## config.mk

```make
export PLATFORM = sky130hd
export DESIGN_NAME = operand_feeder_ram_flat
export DESIGN_NICKNAME = d
export VERILOG_FILES = /design/src/rtl/operand_feeder_ram_if.sv /design/src/rtl/operand_feeder_ram.sv /design/src/flat_wrapper.sv
export SDC_FILE = /design/constraint.sdc
export NUM_CORES = 1
export LEC_CHECK = 0
export CORE_AREA = 2 2 248 298
export DETAILED_ROUTE_END_ITERATION = 6
export DIE_AREA = 0 0 250 300
export PLACE_DENSITY = 0.77
export SYNTH_ARGS = -nofsm -noshare
export SYNTH_HDL_FRONTEND = slang
export SYNTH_SLANG_ARGS = --single-unit
```

## constraint.sdc

```tcl
create_clock -name clk -period 3.2 [get_ports clk]
set_input_delay 0.64 -clock clk [delete_from_list [all_inputs] [get_ports clk]]
set_output_delay 0.64 -clock clk [all_outputs]
set_load 0.01 [all_outputs]
```

## src/rtl/operand_feeder_ram_if.sv

```systemverilog
// Load/stream bus for operand_feeder_ram.
// master drives writes and stream requests; slave returns lane operands.
interface operand_feeder_ram_if #(
    parameter int DATA_W = 16,
    parameter int ADDR_W = 4,
    parameter int LANES  = 4
);
    localparam int LW = (LANES > 1) ? $clog2(LANES) : 1;

    logic                    wr_en;
    logic [LW-1:0]           wr_lane;
    logic [ADDR_W-1:0]       wr_addr;
    logic [DATA_W-1:0]       wr_data;
    logic                    start;
    logic [ADDR_W-1:0]       rd_base;
    logic [ADDR_W:0]         rd_len;
    logic                    busy;
    logic                    done;
    logic [LANES-1:0]        lane_valid;
    logic [LANES*DATA_W-1:0] lane_data;

    modport master (
        output wr_en, wr_lane, wr_addr, wr_data,
        output start, rd_base, rd_len,
        input  busy, done, lane_valid, lane_data
    );

    modport slave (
        input  wr_en, wr_lane, wr_addr, wr_data,
        input  start, rd_base, rd_len,
        output busy, done, lane_valid, lane_data
    );
endinterface

```

## src/rtl/operand_feeder_ram.sv

```systemverilog
// Banked operand RAM streaming one word per lane per cycle into a systolic array.
// OPERAND_FEEDER_SKEW_EN delays lane i by i cycles (diagonal skew).
module operand_feeder_ram #(
    parameter int DATA_W = 16,
    parameter int ADDR_W = 4,
    parameter int LANES  = 4
) (
    input logic                clk,
    input logic                rst_n,
    operand_feeder_ram_if.slave bus
);
    localparam int DEPTH = 1 << ADDR_W;
    localparam int LW    = (LANES > 1) ? $clog2(LANES) : 1;
`ifdef OPERAND_FEEDER_SKEW_EN
    localparam int DRAIN_N = LANES;
`else
    localparam int DRAIN_N = 1;
`endif
    localparam int DCW = $clog2(DRAIN_N + 1);

    typedef enum logic [1:0] {
        IDLE,
        STREAM,
        DRAIN
    } state_e;

    state_e            state_q, state_d;
    logic [ADDR_W:0]   cnt_q, cnt_d;
    logic [ADDR_W-1:0] addr_q, addr_d;
    logic [DCW-1:0]    dcnt_q, dcnt_d;
    logic              done_q, done_d;
    logic              rvalid_q, rvalid_d;
    logic [ADDR_W:0]   len_sat;
    logic              start_ok;
    logic              rd_en;
    logic              busy;

    logic              lane_v [LANES];
    logic [DATA_W-1:0] lane_w [LANES];

    // A start coinciding with the done pulse still belongs to the old stream.
    assign start_ok = bus.start && (state_q == IDLE) && !done_q;
    assign len_sat  = (bus.rd_len > (ADDR_W+1)'(DEPTH)) ?
                      (ADDR_W+1)'(DEPTH) : bus.rd_len;

    always_ff @(posedge clk or negedge rst_n) begin
        if (!rst_n) begin
            state_q  <= IDLE;
            cnt_q    <= '0;
            addr_q   <= '0;
            dcnt_q   <= '0;
            done_q   <= 1'b0;
            rvalid_q <= 1'b0;
        end else begin
            state_q  <= state_d;
            cnt_q    <= cnt_d;
            addr_q   <= addr_d;
            dcnt_q   <= dcnt_d;
            done_q   <= done_d;
            rvalid_q <= rvalid_d;
        end
    end

    always_comb begin
        state_d = state_q;
        cnt_d   = cnt_q;
        addr_d  = addr_q;
        dcnt_d  = dcnt_q;
        unique case (state_q)
            IDLE: begin
                if (start_ok && (len_sat != '0)) begin
                    state_d = STREAM;
                    cnt_d   = len_sat;
                    addr_d  = bus.rd_base;
                end
            end
            STREAM: begin
                addr_d = addr_q + ADDR_W'(1);
                cnt_d  = cnt_q - (ADDR_W+1)'(1);
                if (cnt_q == (ADDR_W+1)'(1)) begin
                    state_d = DRAIN;
                    dcnt_d  = DCW'(DRAIN_N - 1);
                end
            end
            DRAIN: begin
                if (dcnt_q == '0) begin
                    state_d = IDLE;
                end else begin
                    dcnt_d = dcnt_q - DCW'(1);
                end
            end
            default: state_d = IDLE;
        endcase
    end

    always_comb begin
        rd_en    = (state_q == STREAM);
        busy     = (state_q != IDLE);
        rvalid_d = rd_en;
        done_d   = 1'b0;
        if ((state_q == DRAIN) && (dcnt_q == '0)) begin
            done_d = 1'b1;
        end
        if (start_ok && (len_sat == '0)) begin
            done_d = 1'b1;
        end
    end

    for (genvar b = 0; b < LANES; b++) begin : g_lane
        logic [DATA_W-1:0] mem_q [DEPTH];
        logic [DATA_W-1:0] rd_q, rd_d;
        logic              we;

        assign we = bus.wr_en && !busy && (bus.wr_lane == LW'(b));

        // Storage survives reset; only the read path is cleared.
        always_ff @(posedge clk) begin
            if (we) begin
                mem_q[bus.wr_addr] <= bus.wr_data;
            end
        end

        always_comb begin
            rd_d = rd_q;
            if (rd_en) begin
                rd_d = mem_q[addr_q];
            end
        end

        always_ff @(posedge clk or negedge rst_n) begin
            if (!rst_n) begin
                rd_q <= '0;
            end else begin
                rd_q <= rd_d;
            end
        end

`ifdef OPERAND_FEEDER_SKEW_EN
        if (b == 0) begin : g_direct
            assign lane_v[b] = rvalid_q;
            assign lane_w[b] = rd_q;
        end else begin : g_skew
            logic [DATA_W-1:0] sd_q [b];
            logic [DATA_W-1:0] sd_d [b];
            logic [b-1:0]      sv_q, sv_d;

            always_comb begin
                sd_d[0] = rd_q;
                sv_d[0] = rvalid_q;
                for (int j = 1; j < b; j++) begin
                    sd_d[j] = sd_q[j-1];
                    sv_d[j] = sv_q[j-1];
                end
            end

            always_ff @(posedge clk or negedge rst_n) begin
                if (!rst_n) begin
                    sv_q <= '0;
                    for (int j = 0; j < b; j++) begin
                        sd_q[j] <= '0;
                    end
                end else begin
                    sv_q <= sv_d;
                    sd_q <= sd_d;
                end
            end

            assign lane_v[b] = sv_q[b-1];
            assign lane_w[b] = sd_q[b-1];
        end
`else
        assign lane_v[b] = rvalid_q;
        assign lane_w[b] = rd_q;
`endif
    end

    always_comb begin
        bus.lane_valid = '0;
        bus.lane_data  = '0;
        for (int i = 0; i < LANES; i++) begin
            bus.lane_valid[i] = lane_v[i];
            if (lane_v[i]) begin
                bus.lane_data[i*DATA_W +: DATA_W] = lane_w[i];
            end
        end
    end

    assign bus.busy = busy;
    assign bus.done = done_q;

endmodule

```

## src/flat_wrapper.sv

```systemverilog
// flat-port wrapper written by rule: the top's interface ports become plain ports
module operand_feeder_ram_flat 
#(
    parameter int DATA_W = 16,
    parameter int ADDR_W = 4,
    parameter int LANES  = 4
)
  (clk, rst_n, bus_wr_en, bus_wr_lane, bus_wr_addr, bus_wr_data, bus_start, bus_rd_base, bus_rd_len, bus_busy, bus_done, bus_lane_valid, bus_lane_data);
  operand_feeder_ram_if #(.DATA_W(DATA_W), .ADDR_W(ADDR_W), .LANES(LANES)) bus_i ();
  input logic clk;
  input logic rst_n;
  input wire logic [$bits(bus_i.wr_en)-1:0] bus_wr_en;
  input wire logic [$bits(bus_i.wr_lane)-1:0] bus_wr_lane;
  input wire logic [$bits(bus_i.wr_addr)-1:0] bus_wr_addr;
  input wire logic [$bits(bus_i.wr_data)-1:0] bus_wr_data;
  input wire logic [$bits(bus_i.start)-1:0] bus_start;
  input wire logic [$bits(bus_i.rd_base)-1:0] bus_rd_base;
  input wire logic [$bits(bus_i.rd_len)-1:0] bus_rd_len;
  output wire logic [$bits(bus_i.busy)-1:0] bus_busy;
  output wire logic [$bits(bus_i.done)-1:0] bus_done;
  output wire logic [$bits(bus_i.lane_valid)-1:0] bus_lane_valid;
  output wire logic [$bits(bus_i.lane_data)-1:0] bus_lane_data;
  assign bus_i.wr_en = bus_wr_en;
  assign bus_i.wr_lane = bus_wr_lane;
  assign bus_i.wr_addr = bus_wr_addr;
  assign bus_i.wr_data = bus_wr_data;
  assign bus_i.start = bus_start;
  assign bus_i.rd_base = bus_rd_base;
  assign bus_i.rd_len = bus_rd_len;
  assign bus_busy = bus_i.busy;
  assign bus_done = bus_i.done;
  assign bus_lane_valid = bus_i.lane_valid;
  assign bus_lane_data = bus_i.lane_data;
  operand_feeder_ram #(.DATA_W(DATA_W), .ADDR_W(ADDR_W), .LANES(LANES)) u_core (.clk(clk), .rst_n(rst_n), .bus(bus_i));
endmodule
```

==> impl_metrics.yaml <==
route:
  totalWireLength_um: 107000
  met1_length_um: 40700
  dr.pass1.iters: 7
  detailroute.wirelength.met2_um: 52600
  detail_route.drc_violations: 0
  dr_wl_met3_um: 9470
  drt-vias-per-instance: 6.43
  maxUsedRoutingLayer: "met4"
  drt-initial-drc-count: 3157
  route.detailed.wl_per_inst_um: 28.5
  num_vias: 24100
  detail-route-antenna-nets: 0
sta:
  timing.final.setup_violations: 0
  slew_viol_final: 0
  fin_setup_tns_ns: 0
  timing_hold_violations_final: 0
  rsz_0062_raised_after_global_routing: "false"
  fmax_ghz: 0.356
  clock-skew-final_ns: 0.0159
  post-route-period-util_pct: 87.8
  finalCriticalPeriod_ns: 2.81
  timing_worst_slew_pin_value_ns: 1.04
  timing.max_slew.rel_slack_pct: 30.6
logic_synthesis:
  ys_async_sr_fraction_pct: 6.99
  yosysMostFrequentCell: "edfxtp_1"
  synth_seq_cells: 1101
  synth_fp_nets: 2596
  yosysWarnings: 0
  syn_avg_cell_area_um2: 16.8
  synth.top_cells.by_count: "edfxtp_1, mux2i_1, a22oi_1, nand2_1, nand3_1"
  dominantRegCellSynth: "edfxtp_1"
  post_synth_top_area_share_pct: 71.7
  syn-cell-area_um2: 42900
  synth.lib_cells_used.distinct: 37
  synth_seq_area_share_pct: 76.2
  synth_largest_area_cell: "edfxtp_1"
  synth_edf_count: 1024
  post_synth_main_area_contributors: "edfxtp_1, mux2i_1, dfrtp_1"
  netlist_instances: 2558
clocking:
  cts-buffers-inserted: 98
  cts-htree-levels: 3
  holdBufCountCts: 0
  buffers_from_clock_root_to_sink_at_most: 3
  postCtsSetupRepairBufs: 0
  cts_resized: 0
  cts-root-buf: "clkbuf_16"
  tritoncts: "done"
  cts.clk_slew.worst_paths_ns: 0.06
  cts_num_sinks: 1101
  clk-insertion-delay-late_ns: 0.65
finish:
  final_core_util_pct: 67.3
  finalInstanceArea_um2: 48600
  post_route_cells_drive_above_1_share_pct: 10.4
  num-nets-final: 2764
  syn2layout_area_growth_pct: 13.2
pwr:
  irDropWorstVdd_mv: 0.992
  cellPowerDensity_nw_per_um2: 840
  design_power_total_w: 0.0408
  total_leakage_power_nw: 16.9
setup_path:
  critical_path.n_buffers_inverters: 2
  crit_path_cell_trace: "buf_4, and2_1, clkdlybuf4s50_1"
  r2r.worst_path.cells: 5
  max_stage_delay_ns: 0.56
  cp_top_family: "buffers and inverters"
  startpoint_type: "flip-flop"
  critical_path_depth: 3
  critical_path.max_fanout: 25
  cp_data_arrival_time_ns: 2.17
  timing.critical_path.required_ns: 2.56
  crit_path_end_kind: "output pin"
  path_class: "reg2out"
  crit_slowest_cell: "clkdlybuf4s50_1"
floorplan:
  fp.dieW_um: 250
  die_height_um: 300
  dieArea_um2: 75000
  design.core.area_um2: 72200
  floorplan.rows: 108
  io_pins: 105
  floorplan.initialDensity_pct: 59.4
status:
  status: "complete, no violations"
global_route:
  antenna_found_initial: 4
  grt.total_usage_pct: 28.4
  via_count_of_the_first_global_routing_pass: 23600
  gr-total-overflow: 0
  grt_start_max_net_pins: 129
  wire_length_of_the_first_global_routing_pass_um: 155000
placed_design:
  dpl.hpwl_um: 61800
  routabilityCongestion: 0.841
  post_dp_cell_area_um2: 45500
  place.port_buffers: 104
run:
  cap_violations: 0
hold_path:
  worstHoldPathType: "in2async"
-- layout by cell type, fill, tap and decap left out, types with 16 or more instances in the layout --
cell             instances
edfxtp_1              1024
clkinv_2                27
nand3_1                160
a22oi_1                192
a21oi_1                 24
clkbuf_16               99
buf_4                  115
buf_12                  16
clkdlybuf4s50_1         87
nor2_1                  70
clkinv_1                21
mux2i_1                515
dfrtp_1                 75
nand2_1                185
nand4_1                 47
and2_1                  65
-- state kept, by name, indices dropped and copies added (netlist names) --
| signal | count |
|---|---|
| u_core.rvalid_q | 1 |
| u_core.addr_q | 4 |
| u_core.g_lane.rd_q | 64 |
| u_core.state_q | 2 |
| u_core.g_lane.mem_q | 1024 |
| u_core.cnt_q | 5 |
| u_core.bus.done | 1 |
-- layout make-up --
class / instances / area (um^2)
antenna: 2 / 5.00
clock buffer: 119 / 2600
clock inverter: 61 / 482
fill: 4688 / 23600
inverter: 8 / 30.0
multi-input combinational: 1296 / 9510
sequential: 1101 / 32700
tap: 935 / 1170
timing repair buffer: 221 / 2070
-- final timing paths --
kind,from,to,slack [ns]
setup / recovery,u_core.rvalid_q,bus_lane_data[16],0.39
hold reg to reg,u_core.g_lane[2].rd_q[9],u_core.g_lane[2].rd_q[9],0.48
hold / removal,rst_n,u_core.g_lane[0].rd_q[2],0.008
min in group clk,u_core.g_lane[2].rd_q[9],u_core.g_lane[2].rd_q[9],0.48
max in group asynchronous,rst_n,u_core.g_lane[3].rd_q[13],2.47
setup reg to reg,u_core.state_q[0],u_core.g_lane[0].mem_q[2][8],0.73
-- worst reg2reg max path: cells and delay by family (launching register included) --
kind / cells / cell delay (ns)
buffers and inverters: 1 / 0.29
and+or+nand+nor: 4 / 1.42
DFF: 1 / 0.44
-- where the power goes --
| group | total [W] | switching, W | leakage, nW | internal, W |
|---|---|---|---|---|
| clock | 0.0114 | 0.00502 | 1.53 | 0.00635 |
| sequential | 0.0168 | 0.000507 | 10.1 | 0.0163 |
| combinational | 0.0126 | 0.00766 | 5.24 | 0.00494 |
| total | 0.0408 | 0.0132 | 16.9 | 0.0276 |
-- kinds of logic after synthesis --
| group | synth area share [%] |
|---|---|
| buffers and inverters | 1.72 |
| AOI/OAI and AO/OA | 3.89 |
| and+or+nand+nor | 6.09 |
| DFF | 76.2 |
| muxes | 12.0 |
| adders and majority gates | 0.0875 |
-- layer usage --
metal	up-vias	global-route usage (%)
met5	-	0
met2	1393	47.3
met4	0	10.8
li1	10300	-
met1	12200	38.9
met3	198	3.52
-- stage by stage --
step | cells | worst slack, ns | hold slack, ns
finish | 3743 | 0.390 | 0.00783
CTS | 3741 | 0.377 | 0.0161
detailed placement | 3561 | 0.381 | 0.462
global route | 3743 | 0.344 | 0.0233
floorplan | 2558 | 0.741 | 0.344
global placement | 3561 | 0.447 | 0.457
(Power assumes the default switching activity.)
==> RTL change (same flow settings) <==
Add a define of `OPERAND_FEEDER_SKEW_EN`.
--- a/src/rtl/operand_feeder_ram.sv
+++ b/src/rtl/operand_feeder_ram.sv
@@ -1,5 +1,7 @@
 // Banked operand RAM streaming one word per lane per cycle into a systolic array.
 // OPERAND_FEEDER_SKEW_EN delays lane i by i cycles (diagonal skew).
+`define OPERAND_FEEDER_SKEW_EN
+
 module operand_feeder_ram #(
     parameter int DATA_W = 16,
     parameter int ADDR_W = 4,
Function: changed (Yosys sat finds a counterexample within 4 cycles, from zero or initial values and one cycle with rst_n low).
==> RTL change against the original RTL <==
  * The run now ends with design-rule violations left
  * Total power grew 4.4%
  * Core utilization rose by 3.4 points
  * Critical path depth grew 1
  * Sequential cell count rose by 102
  * Worst hold slack improved by 0.34 ns
  * Worst setup slack lost 0.29 ns
  * Clock skew up 0.012 ns
  * Routed wire length down 2.0%
  * Cell area rose by 5.1%
  * Area after synthesis increased by 4.6%
  * Register-to-register slack lost 0.35 ns
==> RTL change: results (changes against the original RTL) <==
metric	value	unit	change
syn_nets	2129		-18%
ys_seq_elements	1203		+9.3%
critPathSlowestCell	ha_1		
drc_errors	5		+5
initialDrtViolationCount	2434		-23%
multi_input_gates	754		-42%
synth-compound-area-share	3.05	%	-0.84 points
hold_ws	0.350	ns	+0.342 ns
synth.area.top_cells	edfxtp_1, mux4_2, dfrtp_1		
clk-insertion-delay-late	0.67	ns	+0.02 ns
switchingPower	0.0122	W	-7.3%
path_max_fanout	8		-68%
rrSetupSlack	0.38	ns	-0.35 ns
synthTopCellsByCount	edfxtp_1, mux4_2, dfrtp_1		
met1_usage	38.4	%	-0.47 points
wl_met2	52300	um	-0.54%
layout.nets	2341		-15%
first_global_vias	22500		-4.6%
vias_per_cell	6.63		+3.1%
n_fill_cell	4141		-12%
status	finished with violations		
async_flop_share	14.9	%	+7.9 points
grt_pass1_wl	153000	um	-1.3%
track_usage	28.5	%	+0.098 points
dp_hpwl	61900	um	+0.16%
violations	design-rule violations		
grt_max_degree	81		-37%
drive_gt1_share	26.2	%	+16 points
use_met3	5.20	%	+1.7 points
ys_seq_area_share	78.6	%	+2.4 points
clk_share	6.67	%	+0.32 points
ff_latch_area	35200	um^2	+7.8%
place_congestion	0.880		+4.5%
n_all_inverters	13		+5
min_path_type	reg2reg		
synth_cell_type_count	44		+19%
reg2reg_depth	6		+1
top_layer	met5		
clock_skew	0.0283	ns	+0.0125 ns
synthAdderAreaFrac	0.251	%	+0.16 points
p_seq	0.0191	W	+14%
## RTL change: stage by stage
stage                     cells  area (um^2)  util, %
after CTS                  3322        51000     70.7
final                      3324        51000     70.7
after global routing       3322        51000     70.7
after detailed placement   3125        47600     66.0
after floorplan            2085        44800        -
after global placement     3125        47600     66.0
## RTL change: worst max-delay path by stage
stage | cells past startpoint | slack, ns | end | from
6_report | 4 | 0.1 | bus_busy | u_core.state_q[1]
5_1_grt | 4 | 0.06 | bus_busy | u_core.state_q[1]
4_1_cts | 4 | 0.11 | bus_busy | u_core.state_q[1]
3_5_place_dp | 5 | 0.41 | u_core.g_lane[0].mem_q[2][6] | bus_wr_addr[1]
3_3_place_gp | 5 | 0.50 | u_core.g_lane[0].mem_q[9][12] | bus_wr_addr[3]
2_1_floorplan | 8 | 0.59 | u_core.g_lane[0].mem_q[10][0] | u_core.state_q[0]
## RTL change: repair_timing
action / CTS / global route
endpoints found under the hold margin: 45 / 0
resized for setup: 0 / 0
hold buffers: 1 / 0
setup buffers: 0 / 0
